$ cat src/rtl/pipe_pkg.sv
// Shared definitions for the ID/EX pipeline register: control-bundle layout,
// decode constants and the MULTU hold FSM states.
package pipe_pkg;

  localparam int CTRL_W = 11;

  // Bit positions inside the control bundle
  // {RegDst,ALUSrc,MemtoReg,RegWrite,MemRead,MemWrite,Branch,Jump,JAL,ALUOp[1:0]}
  localparam int CTRL_REGDST   = 10;
  localparam int CTRL_ALUSRC   = 9;
  localparam int CTRL_MEMTOREG = 8;
  localparam int CTRL_REGWRITE = 7;
  localparam int CTRL_MEMREAD  = 6;
  localparam int CTRL_MEMWRITE = 5;
  localparam int CTRL_BRANCH   = 4;
  localparam int CTRL_JUMP     = 3;
  localparam int CTRL_JAL      = 2;
  localparam int CTRL_ALUOP_HI = 1;
  localparam int CTRL_ALUOP_LO = 0;

  localparam logic [1:0] ALUOP_RTYPE = 2'b10;
  localparam logic [5:0] FUNCT_MULTU = 6'b011001;

  // Wide enough to hold MUL_LAT-1 for the full legal range 1..16
  localparam int CNT_W = 5;

  typedef enum logic {
    RUN      = 1'b0,
    MUL_BUSY = 1'b1
  } mul_state_e;

endpackage

$ cat src/rtl/hazard_detect.sv
// Load-use hazard detection: a load in EX whose destination (rt) is read as a
// source by the instruction currently in ID forces a one-cycle stall.
module hazard_detect (
  input  logic       ex_valid_i,
  input  logic       ex_mem_read_i,
  input  logic [4:0] ex_rt_i,
  input  logic       id_valid_i,
  input  logic       id_jump_i,
  input  logic       id_alusrc_i,
  input  logic       id_memwrite_i,
  input  logic [4:0] id_rs_i,
  input  logic [4:0] id_rt_i,
  output logic       load_use_o
);

  logic uses_rs;
  logic uses_rt;

  // Source usage of the ID instruction and the resulting hazard
  always_comb begin
    uses_rs    = ~id_jump_i;
    // Stores read rt as the data to be written even though ALUSrc is set
    uses_rt    = (~id_alusrc_i & ~id_jump_i) | id_memwrite_i;
    load_use_o = ex_valid_i & ex_mem_read_i & (ex_rt_i != 5'd0) & id_valid_i &
                 ((uses_rs & (ex_rt_i == id_rs_i)) | (uses_rt & (ex_rt_i == id_rt_i)));
  end

endmodule

$ cat src/rtl/id_ex_stage.sv
// ID/EX pipeline register with load-use stall and multi-cycle MULTU hold.
// Drives the PC and IF/ID write enables for the upstream stages.
module id_ex_stage
  import pipe_pkg::*;
#(
  parameter int MUL_LAT = 4,
  parameter int DW      = 32
) (
  input  logic              clk,
  input  logic              rst,
  input  logic              id_valid,
  input  logic [CTRL_W-1:0] id_ctrl,
  input  logic [5:0]        id_funct,
  input  logic [4:0]        id_rs,
  input  logic [4:0]        id_rt,
  input  logic [4:0]        id_rd,
  input  logic [DW-1:0]     id_rd1,
  input  logic [DW-1:0]     id_rd2,
  input  logic [DW-1:0]     id_imm,
  input  logic [DW-1:0]     id_pc4,
  input  logic              flush,
  output logic              ex_valid,
  output logic [CTRL_W-1:0] ex_ctrl,
  output logic [5:0]        ex_funct,
  output logic [4:0]        ex_rs,
  output logic [4:0]        ex_rt,
  output logic [4:0]        ex_rd,
  output logic [DW-1:0]     ex_rd1,
  output logic [DW-1:0]     ex_rd2,
  output logic [DW-1:0]     ex_imm,
  output logic [DW-1:0]     ex_pc4,
  output logic              pc_write,
  output logic              ifid_write,
  output logic              mul_busy
);

  mul_state_e        state_q, state_d;
  logic [CNT_W-1:0]  cnt_q, cnt_d;

  logic              valid_q, valid_d;
  logic [CTRL_W-1:0] ctrl_q, ctrl_d;
  logic [5:0]        funct_q, funct_d;
  logic [4:0]        rs_q, rs_d, rt_q, rt_d, rd_q, rd_d;
  logic [DW-1:0]     rd1_q, rd1_d, rd2_q, rd2_d, imm_q, imm_d, pc4_q, pc4_d;

  logic load_use;
  logic id_is_mul;
  logic stall;

  hazard_detect u_hazard (
    .ex_valid_i    (valid_q),
    .ex_mem_read_i (ctrl_q[CTRL_MEMREAD]),
    .ex_rt_i       (rt_q),
    .id_valid_i    (id_valid),
    .id_jump_i     (id_ctrl[CTRL_JUMP]),
    .id_alusrc_i   (id_ctrl[CTRL_ALUSRC]),
    .id_memwrite_i (id_ctrl[CTRL_MEMWRITE]),
    .id_rs_i       (id_rs),
    .id_rt_i       (id_rt),
    .load_use_o    (load_use)
  );

  // Upstream enables; a flush redirects IF, so it must never be frozen then
  always_comb begin
    id_is_mul  = id_valid & (id_ctrl[CTRL_ALUOP_HI:CTRL_ALUOP_LO] == ALUOP_RTYPE) &
                 (id_funct == FUNCT_MULTU);
    stall      = load_use | (state_q == MUL_BUSY);
    pc_write   = ~stall | flush;
    ifid_write = ~stall | flush;
    mul_busy   = (state_q == MUL_BUSY);
  end

  // Next-state: flush > MULTU hold > load-use bubble > empty-ID bubble > load
  always_comb begin
    // NOTE: every signal gets a default first (hold) so no path infers a latch.
    state_d = state_q;
    cnt_d   = cnt_q;
    valid_d = valid_q;
    ctrl_d  = ctrl_q;
    funct_d = funct_q;
    rs_d    = rs_q;
    rt_d    = rt_q;
    rd_d    = rd_q;
    rd1_d   = rd1_q;
    rd2_d   = rd2_q;
    imm_d   = imm_q;
    pc4_d   = pc4_q;

    if (flush || state_q == RUN) begin
      // Every non-hold case captures the ID data; bubbles only clear control
      funct_d = id_funct;
      rs_d    = id_rs;
      rt_d    = id_rt;
      rd_d    = id_rd;
      rd1_d   = id_rd1;
      rd2_d   = id_rd2;
      imm_d   = id_imm;
      pc4_d   = id_pc4;
      valid_d = 1'b0;
      ctrl_d  = '0;
    end

    if (flush) begin
      state_d = RUN;
      cnt_d   = '0;
    end else if (state_q == MUL_BUSY) begin
      cnt_d = cnt_q - CNT_W'(1);
      if (cnt_q == CNT_W'(1)) begin
        state_d = RUN;
      end
    end else if (!load_use && id_valid) begin
      valid_d = 1'b1;
      ctrl_d  = id_ctrl;
      if (id_is_mul && MUL_LAT > 1) begin
        state_d = MUL_BUSY;
        cnt_d   = CNT_W'(MUL_LAT - 1);
      end
    end
  end

  // State and pipeline registers with synchronous active-low reset
  always_ff @(posedge clk) begin
    // NOTE: sequential state uses non-blocking assignments so all registers
    // update together from pre-edge values.
    if (!rst) begin
      state_q <= RUN;
      cnt_q   <= '0;
      valid_q <= 1'b0;
      ctrl_q  <= '0;
      funct_q <= '0;
      rs_q    <= '0;
      rt_q    <= '0;
      rd_q    <= '0;
      rd1_q   <= '0;
      rd2_q   <= '0;
      imm_q   <= '0;
      pc4_q   <= '0;
    end else begin
      state_q <= state_d;
      cnt_q   <= cnt_d;
      valid_q <= valid_d;
      ctrl_q  <= ctrl_d;
      funct_q <= funct_d;
      rs_q    <= rs_d;
      rt_q    <= rt_d;
      rd_q    <= rd_d;
      rd1_q   <= rd1_d;
      rd2_q   <= rd2_d;
      imm_q   <= imm_d;
      pc4_q   <= pc4_d;
    end
  end

  assign ex_valid = valid_q;
  assign ex_ctrl  = ctrl_q;
  assign ex_funct = funct_q;
  assign ex_rs    = rs_q;
  assign ex_rt    = rt_q;
  assign ex_rd    = rd_q;
  assign ex_rd1   = rd1_q;
  assign ex_rd2   = rd2_q;
  assign ex_imm   = imm_q;
  assign ex_pc4   = pc4_q;

endmodule

$ cat config.mk
export PLATFORM = sky130hd
export DESIGN_NAME = id_ex_stage
export DESIGN_NICKNAME = d
export VERILOG_FILES = /design/src/rtl/pipe_pkg.sv /design/src/rtl/hazard_detect.sv /design/src/rtl/id_ex_stage.sv
export SDC_FILE = /design/constraint.sdc
export NUM_CORES = 1
export LEC_CHECK = 0
export CORE_MARGIN = 3
export CORE_UTILIZATION = 40
export CTS_CLUSTER_DIAMETER = 80
export DETAILED_ROUTE_END_ITERATION = 6
export PLACE_DENSITY = 0.85
export RECOVER_POWER = 25
export REMOVE_ABC_BUFFERS = 1
export SETUP_SLACK_MARGIN = 0.5
export SKIP_LAST_GASP = 1
export SLEW_MARGIN = 25
export SYNTH_ARGS = -nofsm -noshare
export SYNTH_HDL_FRONTEND = slang
export SYNTH_SLANG_ARGS = --single-unit
$ cat constraint.sdc
create_clock -name clk -period 3.9 [get_ports clk]
set_input_delay 0.78 -clock clk [delete_from_list [all_inputs] [get_ports clk]]
set_output_delay 0.78 -clock clk [all_outputs]
set_load 0.005 [all_outputs]
==> impl_metrics.yaml <==
critical_path:
  cp_max_fo: 3
  cp-end-kind: "primary output"
  critPathArrivalTime_ps: 2500
  critical_path_class: "in2out"
  cp_slowest_cell: "dlygate4sd3_1"
  slowest_delay_ps: 610
  startpoint_type: "input pin"
  critical-path-top-delay-family: "buffers and inverters"
  cp.buffers_inverters: 2
  crit_chain: "dlygate4sd3_1 -> nor2_1 -> o21ai_0 -> o32ai_4 -> a21oi_2 -> or2_2 -> dlygate4sd2_1"
  cp_data_required_time_ps: 3120
pwr:
  p_leak_uw: 0.00424
  vdd.ir_drop.worst_mv: 0.278
  powerDensity_nw_per_um2: 394
global_routing:
  grt_antenna_before_repair: 0
  grt_max_degree: 150
  first_global_vias: 6068
  grt.total_usage_pct: 22.4
  grt_pass1_wl_mm: 31.6
  grt.overflow.total: 0
logic_synthesis:
  syn_area_um2: 6380
  synthArstFlopShare_pct: 0
  syn_area_per_cell_um2: 8.63
  ys_seq_area_share_pct: 52.4
  synth-seq-cells: 167
  yosys_warnings: 0
  synth_edf_count: 0
  synth_cell_types: 33
  yosys_most_used_dff: "dfxtp_1"
  syn-instance-count: 739
layout:
  fill_cells: 1244
  final_cells: 1262
  drive_above_1_share_pct: 4.66
  diodes: 0
  fin_util_pct: 67.1
  syn2layout_area_growth_pct: 62.2
  nets: 1204
clocking:
  clockBufferDepth: 2
  clk_pin_slew_ps: 70
  cts.sink_count: 167
  cts_inserted_buffers: 17
  hold_buffers: 0
  cts-root-buf: "clkbuf_16"
  htree_levels: 4
  clkLatencyLatePin_ps: 420
  cts_tree: "yes"
timing:
  fin_skew_ps: 11.6
  final-setup-viol-count: 0
  timing.final.crit_share_pct: 84.2
  timing.final.ws_setup_ps: 615
  worst_pin_slew_ps: 1680
  slew_violations: 150
  rsz0062_at_grt: "no"
  fmax_ghz: 0.304
  timing.hold.ws_ps: 458
  hold_violations: 0
  fin_crit_ps: 3280
  max_slew_margin_pct: -11.9
run:
  maxCapViolCount: 1
floorplan:
  die_w_um: 132
  core_um2: 15400
  io_pins: 328
  dieArea_um2: 17500
  fp.dieH_um: 132
  initial_core_util_pct: 41.4
  rows: 45
min_path:
  hold_class: "reg2reg"
placed_design:
  place_ws_ps: 252
  place_hpwl_mm: 14.1
  place.gp.congestion: 0.835
  port_buffers: 327
  place_inst: 1228
outcome:
  violations: "capacitance limit, slew limit"
  status: "finished, violations left"
drt:
  remaining_drc_errors: 0
  ant_nets: 0
  drt_iter0_drc: 313
  wl_per_cell_um: 15.8
  drt_pass1_iterations: 5
  viasPerCell: 4.82
  via_count: 6078
  drt_wl_total_mm: 19.9
==> where the power goes <==
part	total [uW]	switching (uW)	internal (uW)
Clock	1760	705	1050
Sequential	1840	44.2	1790
Combinational	480	149	331
==> stage by stage <==
| stage | TNS, ps | total power (uW) | instance area, um^2 |
|---|---|---|---|
| final | 0 | 4070 | 10300 |
| after detailed placement | 0 | 2360 | 9710 |
| after global routing | 0 | 4230 | 10300 |
| after CTS | 0 | 4130 | 10400 |
| after floorplan | -7160 | 1980 | 6090 |
| after global placement | 0 | 2350 | 9710 |
==> repair_timing <==
item	4_1_cts	5_1_grt
buffers inserted	1	1
resized for setup	5	3
hold endpoints to repair	0	0
pin swaps	2	4
setup endpoints to repair	2	2
==> final cells by class <==
cell class | instances | area (um^2) | area share [%]
tap | 211 | 264 | 2.55
timing repair buffer | 335 | 3350 | 32.3
multi-input combinational | 514 | 2760 | 26.7
clock buffer | 20 | 457 | 4.41
clock inverter | 12 | 164 | 1.58
inverter | 3 | 11.3 | 0.109
sequential | 167 | 3340 | 32.3
==> worst min-delay path, stage by stage (launching register included) <==
cell	delay [ps]
dfxtp_1	310
nand2_1	40
a21boi_0	60
==> kinds of logic (layout without fill, tap and decap cells) <==
kind of cell / count (synthesis) / in the layout / synth area share (%)
simple gates: 323 / 323 / 19.8
compound gates: 176 / 176 / 21.0
flops: 167 / 167 / 52.4
buf+inv: 58 / 370 / 4.65
xor+xnor: 13 / 13 / 1.78
fa+ha+maj: 2 / 2 / 0.392
==> cells in the final DEF, fill, tap and decap left out, types with 4 or more instances in the layout <==
cell type / n
nor2_1: 4
a22o_1: 10
clkdlybuf4s50_1: 269
buf_4: 7
a21boi_0: 150
clkbuf_16: 17
nand2_1: 306
dfxtp_1: 167
a31oi_1: 4
dlygate4sd3_1: 51
xnor2_1: 11
==> synthesized netlist by cell type (2+ instances only) <==
cell type,instances,area [um^2]
a21boi_0,150,1130
a21oi_1,3,15.0
a22o_1,10,87.6
a22o_2,2,20.0
a31oi_1,4,25.0
buf_2,18,90.1
buf_4,13,97.6
clkbuf_1,23,86.3
dfxtp_1,167,3340
ha_1,2,25.0
inv_1,3,11.3
nand2_1,306,1150
nand4_1,2,12.5
nand4b_1,2,17.5
nor2_1,3,11.3
nor3_1,2,10.0
o21ai_0,2,10.0
xnor2_1,11,96.3
xor2_1,2,17.5
==> sequential cells by signal, indices dropped and copies added, names as in the netlist <==
name      cells
ex_rs         5
mul_busy      1
ex_funct      6
ex_rt         5
ex_valid      1
cnt_q         5
ex_rd1       32
ex_pc4       32
ex_rd2       32
ex_imm       32
ex_ctrl      11
ex_rd         5
==> layer usage <==
metal	up-vias	track usage, %	part of all wire [%]
li1	2998	-	-
met1	2785	24.0	38
met2	257	39.3	50
met3	38	9.73	9.8
met4	0	7.85	2.5
met5	-	0	0
==> final timing paths <==
kind	slack, ps	cells past startpoint	end	startpoint
setup reg to reg	1040	5	ex_rd[2]	mul_busy
hold reg to reg	460	2	ex_funct[3]	ex_funct[3]
setup / recovery	620	7	pc_write	id_ctrl[3]
hold / removal	460	2	ex_funct[3]	ex_funct[3]
Power figures use the tool's default switching activity.
